`config.mk`:
```
export PLATFORM = sky130hd
export DESIGN_NAME = sdram_arb_flat
export DESIGN_NICKNAME = d
export VERILOG_FILES = /design/src/rtl/zx_pkg.sv /design/src/rtl/sdram_arb_if.sv /design/src/rtl/sdram_arb_pending.sv /design/src/rtl/sdram_arb.sv /design/src/flat_wrapper.sv
export SDC_FILE = /design/constraint.sdc
export NUM_CORES = 1
export LEC_CHECK = 0
export CORE_ASPECT_RATIO = 0.9
export CORE_MARGIN = 4
export CORE_UTILIZATION = 39
export DETAILED_ROUTE_END_ITERATION = 6
export PLACE_DENSITY_LB_ADDON = 0.12
export SLEW_MARGIN = 15
export SYNTH_ARGS = -nofsm -noshare
export SYNTH_HDL_FRONTEND = slang
export SYNTH_SLANG_ARGS = --single-unit
```
`constraint.sdc`:
```
create_clock -name clock -period 2.4 [get_ports clock]
set_input_delay 0.36 -clock clock [delete_from_list [all_inputs] [get_ports clock]]
set_output_delay 0.36 -clock clock [all_outputs]
set_load 0.005 [all_outputs]
```
`src/rtl/zx_pkg.sv`:
```
// Shared types for the SDRAM slot arbiter: FSM states, slot owners,
// the latched CPU request and the default slot length.
package zx_pkg;

  typedef enum logic {
    IDLE,
    BUSY
  } state_t;

  typedef enum logic [1:0] {
    OWN_NONE,
    OWN_RF,
    OWN_CPU,
    OWN_DMA
  } owner_t;

  typedef struct packed {
    logic        wr;
    logic [17:0] a;
    logic [7:0]  d;
  } cpu_req_t;

  localparam int CYCLE_DEF = 8;

endpackage

```
`src/rtl/sdram_arb_if.sv`:
```
// DMA loader handshake: request level held until the one-clock ack.
// The loader is the master, the arbiter is the slave.
interface sdram_arb_if #(
  parameter int DMAW = 24
);

  logic            dmaReq;
  logic            dmaWe;
  logic [DMAW-1:0] dmaA;
  logic [15:0]     dmaD;
  logic [15:0]     dmaQ;
  logic            dmaAck;

  modport master (
    output dmaReq, dmaWe, dmaA, dmaD,
    input  dmaQ, dmaAck
  );

  modport slave (
    input  dmaReq, dmaWe, dmaA, dmaD,
    output dmaQ, dmaAck
  );

endinterface

```
`src/rtl/sdram_arb_pending.sv`:
```
// One strobe latch: a strobe sets the flag and overwrites the payload,
// a grant clears the flag.
module arb_pending #(
  parameter int W = 1
) (
  input  logic         clock,
  input  logic         reset,
  input  logic         set,
  input  logic         clr,
  input  logic [W-1:0] din,
  output logic         pend,
  output logic [W-1:0] dout
);

  // A strobe on its own grant clock is served live, so clear wins.
  always_ff @(posedge clock) begin
    if (!reset) begin
      pend <= 1'b0;
      dout <= '0;
    end else if (clr) begin
      pend <= 1'b0;
    end else if (set) begin
      pend <= 1'b1;
      dout <= din;
    end
  end

endmodule

```
`src/rtl/sdram_arb.sv`:
```
// Fixed-priority SDRAM slot arbiter: refresh, then CPU, then DMA,
// one CYCLE-clock slot per grant.
module sdram_arb
  import zx_pkg::*;
#(
  parameter int CYCLE = CYCLE_DEF,
  parameter int DMAW  = 24
) (
  input  logic        clock,
  input  logic        reset,
  input  logic        ready,
  input  logic        rfsh,
  input  logic        cpuRd,
  input  logic        cpuWr,
  input  logic [17:0] cpuA,
  input  logic [7:0]  cpuD,
  output logic [7:0]  cpuQ,
  sdram_arb_if.slave  dma,
  output logic        sdrRf,
  output logic        sdrRd,
  output logic        sdrWr,
  output logic [15:0] sdrD,
  output logic [23:0] sdrA,
  input  logic [15:0] sdrQ
);

  localparam logic [3:0] SC_LAST = 4'(CYCLE - 1);
  localparam logic [3:0] SC_ACK  = 4'(CYCLE - 2);
  localparam int         CW      = $bits(cpu_req_t);

  state_t          state;
  owner_t          owner;
  logic [3:0]      sc;
  logic            wr_q;
  logic            rf_pend;
  logic            rf_unused;
  logic            cpu_pend;
  logic [CW-1:0]   cpu_raw;
  logic            cpu_live;
  cpu_req_t        cpu_cur;
  logic            can_grant;
  logic            g_rf;
  logic            g_cpu;
  logic            g_dma;
  logic [DMAW-1:0] dma_a;

  assign dma_a    = dma.dmaA;
  assign cpu_live = cpuRd | cpuWr;

  // A fresh strobe beats the latched copy, and a joint rd+wr is a write.
  always_comb begin
    cpu_cur = cpu_req_t'(cpu_raw);
    if (cpu_live) begin
      cpu_cur = cpu_req_t'{wr: cpuWr, a: cpuA, d: cpuD};
    end
  end

  assign can_grant = ready && (state == IDLE);
  assign g_rf  = can_grant && (rf_pend || rfsh);
  assign g_cpu = can_grant && !(rf_pend || rfsh)
              && (cpu_pend || cpu_live);
  assign g_dma = can_grant && !(rf_pend || rfsh)
              && !(cpu_pend || cpu_live) && dma.dmaReq;

  arb_pending #(.W(1)) u_rf_pend (
    .clock (clock),
    .reset (reset),
    .set   (rfsh),
    .clr   (g_rf),
    .din   (1'b1),
    .pend  (rf_pend),
    .dout  (rf_unused)
  );

  arb_pending #(.W(CW)) u_cpu_pend (
    .clock (clock),
    .reset (reset),
    .set   (cpu_live),
    .clr   (g_cpu),
    .din   (cpu_req_t'{wr: cpuWr, a: cpuA, d: cpuD}),
    .pend  (cpu_pend),
    .dout  (cpu_raw)
  );

  always_ff @(posedge clock) begin
    if (!reset) begin
      state      <= IDLE;
      owner      <= OWN_NONE;
      sc         <= '0;
      wr_q       <= 1'b0;
      sdrRf      <= 1'b0;
      sdrRd      <= 1'b0;
      sdrWr      <= 1'b0;
      sdrA       <= '0;
      sdrD       <= '0;
      cpuQ       <= '0;
      dma.dmaQ   <= '0;
      dma.dmaAck <= 1'b0;
    end else begin
      sdrRf      <= 1'b0;
      sdrRd      <= 1'b0;
      sdrWr      <= 1'b0;
      dma.dmaAck <= 1'b0;
      unique case (state)
        IDLE: begin
          unique case (1'b1)
            g_rf: begin
              state <= BUSY;
              sc    <= '0;
              owner <= OWN_RF;
              wr_q  <= 1'b0;
              sdrRf <= 1'b1;
              sdrA  <= '0;
              sdrD  <= '0;
            end
            g_cpu: begin
              state <= BUSY;
              sc    <= '0;
              owner <= OWN_CPU;
              wr_q  <= cpu_cur.wr;
              sdrRd <= !cpu_cur.wr;
              sdrWr <= cpu_cur.wr;
              sdrA  <= {6'd0, cpu_cur.a};
              sdrD  <= {cpu_cur.d, cpu_cur.d};
            end
            g_dma: begin
              state <= BUSY;
              sc    <= '0;
              owner <= OWN_DMA;
              wr_q  <= dma.dmaWe;
              sdrRd <= !dma.dmaWe;
              sdrWr <= dma.dmaWe;
              sdrA  <= 24'(dma_a);
              sdrD  <= dma.dmaD;
            end
            default: ;
          endcase
        end
        BUSY: begin
          sc <= sc + 4'd1;
          // Ack one clock early so the loader can drop dmaReq in time.
          if (owner == OWN_DMA && sc == SC_ACK) begin
            dma.dmaAck <= 1'b1;
          end
          if (sc == SC_LAST) begin
            state <= IDLE;
            sc    <= '0;
            owner <= OWN_NONE;
            if (!wr_q && owner == OWN_CPU) begin
              cpuQ <= sdrQ[7:0];
            end
            if (!wr_q && owner == OWN_DMA) begin
              dma.dmaQ <= sdrQ;
            end
          end
        end
        default: ;
      endcase
    end
  end

endmodule

```
`src/flat_wrapper.sv`:
```
// flat-port wrapper written by rule: the top's interface ports become plain ports
module sdram_arb_flat import zx_pkg::*;
#(
  parameter int CYCLE = CYCLE_DEF,
  parameter int DMAW  = 24
)
  (clock, reset, ready, rfsh, cpuRd, cpuWr, cpuA, cpuD, cpuQ, sdrRf, sdrRd, sdrWr, sdrD, sdrA, sdrQ, dma_dmaReq, dma_dmaWe, dma_dmaA, dma_dmaD, dma_dmaQ, dma_dmaAck);
  sdram_arb_if #(.DMAW(DMAW)) dma_i ();
  input  logic clock;
  input  logic reset;
  input  logic ready;
  input  logic rfsh;
  input  logic cpuRd;
  input  logic cpuWr;
  input  logic [17:0] cpuA;
  input  logic [7:0] cpuD;
  output logic [7:0] cpuQ;
  output logic sdrRf;
  output logic sdrRd;
  output logic sdrWr;
  output logic [15:0] sdrD;
  output logic [23:0] sdrA;
  input  logic [15:0] sdrQ;
  input wire logic [$bits(dma_i.dmaReq)-1:0] dma_dmaReq;
  input wire logic [$bits(dma_i.dmaWe)-1:0] dma_dmaWe;
  input wire logic [$bits(dma_i.dmaA)-1:0] dma_dmaA;
  input wire logic [$bits(dma_i.dmaD)-1:0] dma_dmaD;
  output wire logic [$bits(dma_i.dmaQ)-1:0] dma_dmaQ;
  output wire logic [$bits(dma_i.dmaAck)-1:0] dma_dmaAck;
  assign dma_i.dmaReq = dma_dmaReq;
  assign dma_i.dmaWe = dma_dmaWe;
  assign dma_i.dmaA = dma_dmaA;
  assign dma_i.dmaD = dma_dmaD;
  assign dma_dmaQ = dma_i.dmaQ;
  assign dma_dmaAck = dma_i.dmaAck;
  sdram_arb #(.CYCLE(CYCLE), .DMAW(DMAW)) u_core (.clock(clock), .reset(reset), .ready(ready), .rfsh(rfsh), .cpuRd(cpuRd), .cpuWr(cpuWr), .cpuA(cpuA), .cpuD(cpuD), .cpuQ(cpuQ), .dma(dma_i), .sdrRf(sdrRf), .sdrRd(sdrRd), .sdrWr(sdrWr), .sdrD(sdrD), .sdrA(sdrA), .sdrQ(sdrQ));
endmodule
```
==> impl_results.md, run 1 <==
- Outcome: complete, no violations
- Yosys warns: 0
- Syn avg cell area: 9.348 sq um
- Tmin final: 2.043 ns
- Row count: 37
- Vias per Instance: 5.525
- Met3 usage: 4.694%
- Rel. slew slack: 30.61%
- CP Max Fanout: 16
- Gate Count Post-Synth: 490
- CP required: 2.67 ns
- Reg2Reg Setup Slack: 0.36 ns
- Synth Net Count: 582
- Synthesis-to-layout area growth: 44.11%
- Cell area after synthesis: 4581 sq um
- Grt peak-use layer: met2
- Hold_buf cts: 0
- Crit path DAT: 2.31 ns
- Share of layout cells above drive strength 1: 6.667%
- Fin. max-slew vios: 0
- Die Ht: 110.8 microns
- CTS buffer count: 9
- Starting density of the core: 39.90%
- CTS H-tree lvls: 3
- CP Capture Type: flip-flop
- Reg power frac: 47.3%
- Nets: 717
- VDD IR max: 0.3198 mV
- Switching share of power: 23.53%
- Via Count: 4343
- Sink Count: 105
- Drt wl/cell: 17.35 microns
- Die area: 13550 sq um
- Power per cell area: 593.2 nW/um^2
- Remaining DRCs: 0
- Fmax: 489.5 MHz
- DRT iter0 DRCs: 273
- ANT nets after route: 0
- Post-Route WL: 13640 microns
- Setup TNS: 0 ns
- Met1 usage: 27.55%
- RSZ-0062 raised after global routing: false
- First-pass GRT wire length: 21840 microns
- Core Area: 11480 sq um
- Final hold violations: 0
- Post-DP HPWL: 9452 microns
- Sw power: 0.9215 mW
- Diode count: 0
- Smallest hold slack: 0.4433 ns
- GR Overflow Total: 0
- CTS resizes: 0
- Number of global-route vias before repair: 4230
- I/O pins: 158
- # fillers: 1057
- Netlist cell types: 46
- DRT Pass-1 Iters: 5
- Root Driver: clkbuf_16
- Slew @ Worst Pin: 1.041 ns
- Buffers added on ports: 157
- CP Launch Type: flip-flop
- CTS clock-pin slew for the worst setup and hold paths: 0.07 ns
- Total track usage: 19.69%
- Postcts setup bufs: 0
- Initial antenna violation count: 0
- Met2 Usage GRT: 30.29%
- Final setup vio count: 0
- Tcrit/Tclk final: 85.12%
- Die W: 122.2 microns
- CTS Buffer Depth: 2
- P_int: 2.995 mW
- Sequential area share after synthesis: 45.89%
- Clk Latency, worst-skew pair: 0.34 ns
- RePlAce Congestion: 0.7889
- Power share of the clock group: 39.5%
- Max-cap violations: 0
- Leakage power: 2.279 nW
- Comb pwr share: 13.2%
- HP Class: input port to flip-flop
- Final core utilization: 57.50%
- Setup Skew: 0.006682 ns
- Crit path kind: flip-flop to flip-flop
- #FFs+latches synth: 105
- CTS tree: yes
- Largest net degree at the start of global routing: 48
metrics by stage:
stage               cells  instance area (sq um)  power [mW]  setup WS (ns)
floorplan             490                   4581       2.120         0.7561
global placement      770                   6285       2.393        0.09685
detailed placement    770                   6285       2.405        0.06840
CTS                   786                   6596       3.953         0.3625
global route          786                   6601       4.071         0.2316
finish                786                   6601       3.916         0.3572
critical path, cell delays in order, from the launching register on:
cell,delay (ns)
dfxtp_1,0.69
nand4b_1,0.38
nor4bb_4,0.33
buf_4,0.33
mux2i_1,0.24
cells by family after synthesis:
group / after synthesis / share of synthesized area [%]
AOI/OAI and AO/OA: 161 / 23.79
adders and majority gates: 2 / 0.5462
buffers and inverters: 62 / 6.637
DFF: 105 / 45.89
muxes: 25 / 5.463
and+or+nand+nor: 135 / 17.67
Yosys cell counts, drive strengths merged:
cell       n  area share (%)
o31ai      1            0.16
a21oi     28             3.1
nor2       9            0.74
nand4b     2            0.38
a22o       7             1.3
o21ai     49             5.4
or2        2            0.27
nand4      9             1.2
nor4b      3             1.0
ha         2            0.55
nor3       1            0.11
nand4bb   17             4.2
or4bb      1            0.25
a211oi    19             3.1
or4b       1            0.22
and3b      1            0.19
nand3b     2            0.33
nor4bb     2            0.44
nor2b      1            0.14
o221ai     8             1.5
o2bb2ai    1            0.19
nand2     49             4.0
o22ai      3            0.41
inv       11            0.90
nand2b     1            0.14
mux2i     25             5.5
dfxtp    105              46
a311oi     1            0.19
nand3     29             3.2
nor4       1            0.27
and3       3            0.41
a2111oi    1            0.19
a31oi      8             1.1
clkbuf    26             2.1
nor3b      1            0.16
buf       25             3.6
o21a       8             1.3
a22oi      1            0.16
a221o     26             5.7
area by class of cell:
cell class	count	area, sq um	area share (%)
clock buffers	10	229.0	3.469
clock inverters	6	82.58	1.251
inverters	11	41.29	0.6255
multi-input cells	323	2212	33.51
flip-flops and latches	105	2102	31.84
well taps	156	195.2	2.957
repair buffers	175	1739	26.35
power by group through the flow:
| stage | clock network, mW | registers [mW] | logic [mW] |
|---|---|---|---|
| after floorplan | 0 | 1.88 | 0.241 |
| after global routing | 1.65 | 1.86 | 0.562 |
| after global placement | 0 | 1.89 | 0.503 |
| after CTS | 1.59 | 1.85 | 0.516 |
| final | 1.55 | 1.85 | 0.516 |
| after detailed placement | 0 | 1.89 | 0.514 |
layout by cell type (no fill, tap or decap), types with 5 or more instances in the layout:
cell	n
o221ai_1	8
nand2_1	49
nand4_1	9
a221o_1	26
clkbuf_16	9
a22o_1	7
inv_1	10
nor2_1	8
nand3_1	29
mux2i_1	25
a31oi_1	8
a211oi_1	19
a21oi_1	28
nand4bb_1	17
o21ai_1	5
o21a_1	8
clkdlybuf4s50_1	156
dfxtp_1	105
o21ai_0	44
buf_4	15
path summary, 6_finish.rpt:
check / to / from / depth (start not counted)
worst max register to register: u_core.dma.dmaQ[15] / u_core.state / 4
worst min-delay path: u_core.u_cpu_pend.dout[26] / cpuWr / 3
worst max-delay path: u_core.dma.dmaQ[15] / u_core.state / 4
worst min register to register: u_core.dma.dmaQ[8] / u_core.dma.dmaQ[8] / 2
per-layer routing:
metal,wire length (microns),vias up
li1,-,2108
met1,6452,2076
met2,6138,146
met3,912,13
met4,137,0
met5,0,-
sequential cells by signal, indices dropped and copies added (netlist names), 2 cells and up:
name and count:
u_core.cpuQ 8, u_core.dma.dmaQ 16, u_core.owner 2, u_core.sc 4
u_core.sdrA 24, u_core.sdrD 16, u_core.u_cpu_pend.dout 27
(Power assumes the default switching activity.)
==> run 2: changes to the inputs <==
--- a/config.mk
+++ b/config.mk
@@ -6,11 +6,12 @@
 export NUM_CORES = 1
 export LEC_CHECK = 0
 export CORE_ASPECT_RATIO = 0.9
-export CORE_MARGIN = 4
+export CORE_MARGIN = 2
 export CORE_UTILIZATION = 39
 export DETAILED_ROUTE_END_ITERATION = 6
 export PLACE_DENSITY_LB_ADDON = 0.12
 export SLEW_MARGIN = 15
 export SYNTH_ARGS = -nofsm -noshare
 export SYNTH_HDL_FRONTEND = slang
+export SYNTH_HIERARCHICAL = 1
 export SYNTH_SLANG_ARGS = --single-unit
==> run 2 against run 1 <==
  * Register-to-register slack improved by 0.14 ns
  * Final cell count increased by 5.1%
  * Global-route usage is 0.89 points lower
  * Critical path depth up 1
  * Final area decreased by 1.8%
==> impl_results.md, run 2 <==
- Outcome: complete, no violations
- Syn avg cell area: 8.638 sq um (-7.6%)
- Drt wl/cell: 14.27 microns (-18%)
- ANT nets after route: 0 (unchanged)
- Levels on crit path: 5 (+1)
- Row count: 37 (unchanged)
- Leakage power: 2.415 nW (+6.0%)
- Diode count: 0 (unchanged)
- DRT iter0 DRCs: 257 (-5.9%)
- I/O pins: 158 (unchanged)
- Share of layout cells above drive strength 1: 6.119% (-0.55 points)
- Die Ht: 105.9 microns (-4.4%)
- Worst-case reg-to-reg path depth: 5 (+1)
- Most flop-heavy register: u_core/u_cpu_pend/dout
- Fmax: 500.7 MHz (+2.3%)
- Top Registers: u_core/u_cpu_pend/dout (27), u_core/sdrA (24)
- VDD IR max: 0.4288 mV (+34%)
- Slew @ Worst Pin: 0.6730 ns (-0.3679 ns)
- Most frequent cells in the layout: clkdlybuf4s50_1 (156), nand2_1 (134), dfxtp_1 (105), a21oi_1 (47), o21ai_0 (36)
- First-pass GRT wire length: 18950 microns (-13%)
- CP peak stage delay: 0.56 ns (-0.13 ns)
- Tcrit/Tclk final: 83.22% (-1.9 points)
- Number of global-route vias before repair: 4051 (-4.2%)
- CP Launch Type: input port
- Clk Latency, worst-skew pair: 0.34 ns (about the same)
- CTS tree: yes
- Setup Skew: 0.01321 ns (+0.006529 ns)
- GR Overflow Total: 0 (unchanged)
- CTS buffer count: 9 (unchanged)
- Fin. max-slew vios: 0 (unchanged)
- Die W: 117.2 microns (-4.1%)
- Rel. slew slack: 55.13% (+25 points)
- Max FFs per register: 27 (unchanged)
- Via Count: 4134 (-4.8%)
- Crit path DAT: 2.28 ns (-0.03 ns)
- Synthesis-to-layout area growth: 44.09% (about the same)
- Max-cap violations: 0 (unchanged)
- Post-Route WL: 11780 microns (-14%)
- Core Area: 11340 sq um (-1.2%)
- Final setup vio count: 0 (unchanged)
- Most common cell after layout, fill and taps aside: clkdlybuf4s50_1
- RSZ-0062 raised after global routing: false
- CTS resizes: 0 (unchanged)
- Cell area after synthesis: 4501 sq um (-1.7%)
- DRT Pass-1 Iters: 5 (unchanged)
- Hold_buf cts: 0 (unchanged)
- Vias per Instance: 5.005 (-9.4%)
- Setup TNS: 0 ns (unchanged)
- HP Class: input port to flip-flop
- Worst path cell trace: clkdlybuf4s50_1 -> nor3_2 -> a21o_1 -> and2_1 -> a221o_1
- Synth Net Count: 613 (+5.3%)
- Tmin final: 1.997 ns (-0.04559 ns)
- CP required: 2.68 ns (about the same)
- Critical-path top delay cell: and2_1
- Final instance area: 6485 sq um (-1.8%)
- CP Capture Type: flip-flop
- Starting density of the core: 39.68% (-0.22 points)
- DP Area: 6186 sq um (-1.6%)
- Initial antenna violation count: 0 (unchanged)
- CTS H-tree lvls: 3 (unchanged)
- Sink Count: 105 (unchanged)
- Nets: 757 (+5.6%)
- Final setup margin: 0.4028 ns (+0.04559 ns)
- CP Max Fanout: 18 (+2)
- Worst Path Buf+Inv: 1 (unchanged)
- Buffers added on ports: 157 (unchanged)
- Final hold violations: 0 (unchanged)
- Root Driver: clkbuf_16
- CTS clock-pin slew for the worst setup and hold paths: 0.07 ns (about the same)
- Setup Slack @ Placement: 0.06800 ns (-0.0003921 ns)
- Remaining DRCs: 0 (unchanged)
- Yosys warns: 6 (+6)
- Total track usage: 18.80% (-0.89 points)
- Gate Count Post-Synth: 521 (+6.3%)
- Worst Hold Path Cells: 3 (unchanged)
- RePlAce Congestion: 0.7555 (-4.2%)
- Post-DP HPWL: 8251 microns (-13%)
- Postcts setup bufs: 0 (unchanged)
- Critical path's top delay family: simple AND/OR/NAND/NOR gates
- Largest net degree at the start of global routing: 98 (+100%)
- Power per cell area: 594.5 nW/um^2 (+0.21%)
- Die area: 12420 sq um (-8.3%)
- Crit path kind: input port to flip-flop
- CTS Buffer Depth: 2 (unchanged)
==> run 2: cell count changes in the layout (fill, tap and decap cells not counted), sizes merged, moves of 9 or more <==
cell	delta
a21oi	+19
o21ai	-13
nand3	-9
nand2	+85
a21boi	+18
a211oi	-19
mux2i	+10
nand4bb	-17
nor2b	+15
==> run 2: where the power goes <==
group          switching, mW  internal (mW)  total [mW]
Combinational          0.233          0.302       0.535
Sequential            0.0489           1.82        1.87
Clock                  0.670          0.780        1.45
Total                  0.951           2.90        3.86
==> run 2: area by class of cell <==
| type | instances | area, sq um |
|---|---|---|
| multi-input combinational | 372 | 2151 |
| clock inverter | 5 | 46.29 |
| tap | 156 | 195.2 |
| sequential | 105 | 2102 |
| inverter | 5 | 18.77 |
| fill | 1063 | 4857 |
| timing repair buffer | 172 | 1719 |
| clock buffer | 11 | 252.7 |
==> run 2: through the flow <==
step / total power [mW] / hold WS [ns] / utilization, % / cells
after floorplan: 2.162 / 0.4348 / - / 521
after global placement: 2.434 / 0.4417 / 54.54 / 810
after detailed placement: 2.446 / 0.4472 / 54.54 / 810
after CTS: 3.892 / 0.4091 / 57.18 / 826
after global routing: 4.015 / 0.4238 / 57.18 / 826
final: 3.855 / 0.4186 / 57.18 / 826
==> run 2: final timing paths <==
kind                                          from                   endpoint  slack [ns]
worst min-delay path                         reset  u_core/u_cpu_pend/dout[7]        0.42
worst max register to register        u_core/sc[0]         u_core/dma.dmaQ[0]        0.50
worst min register to register  u_core/dma.dmaQ[4]         u_core/dma.dmaQ[4]        0.45
worst max-delay path                         cpuWr            u_core/sdrA[12]        0.40
==> run 2: worst register-to-register path, delay by kind of cell (launching register included) <==
family	cells	cell delay [ns]
adder cells (fa/ha/maj)	1	0.23
AND/OR/NAND/NOR	3	1.07
flip-flops	1	0.38
AO/OA/AOI/OAI	1	0.10
==> run 2: per-layer routing <==
layer  vias up  global-route usage (%)  wire length (microns)
li1       2088                       -                      -
met5         -                       0                      0
met3        10                   4.732                    767
met4         0                   4.706                     97
met1      1908                   24.34                   5402
met2       128                   31.20                   5517
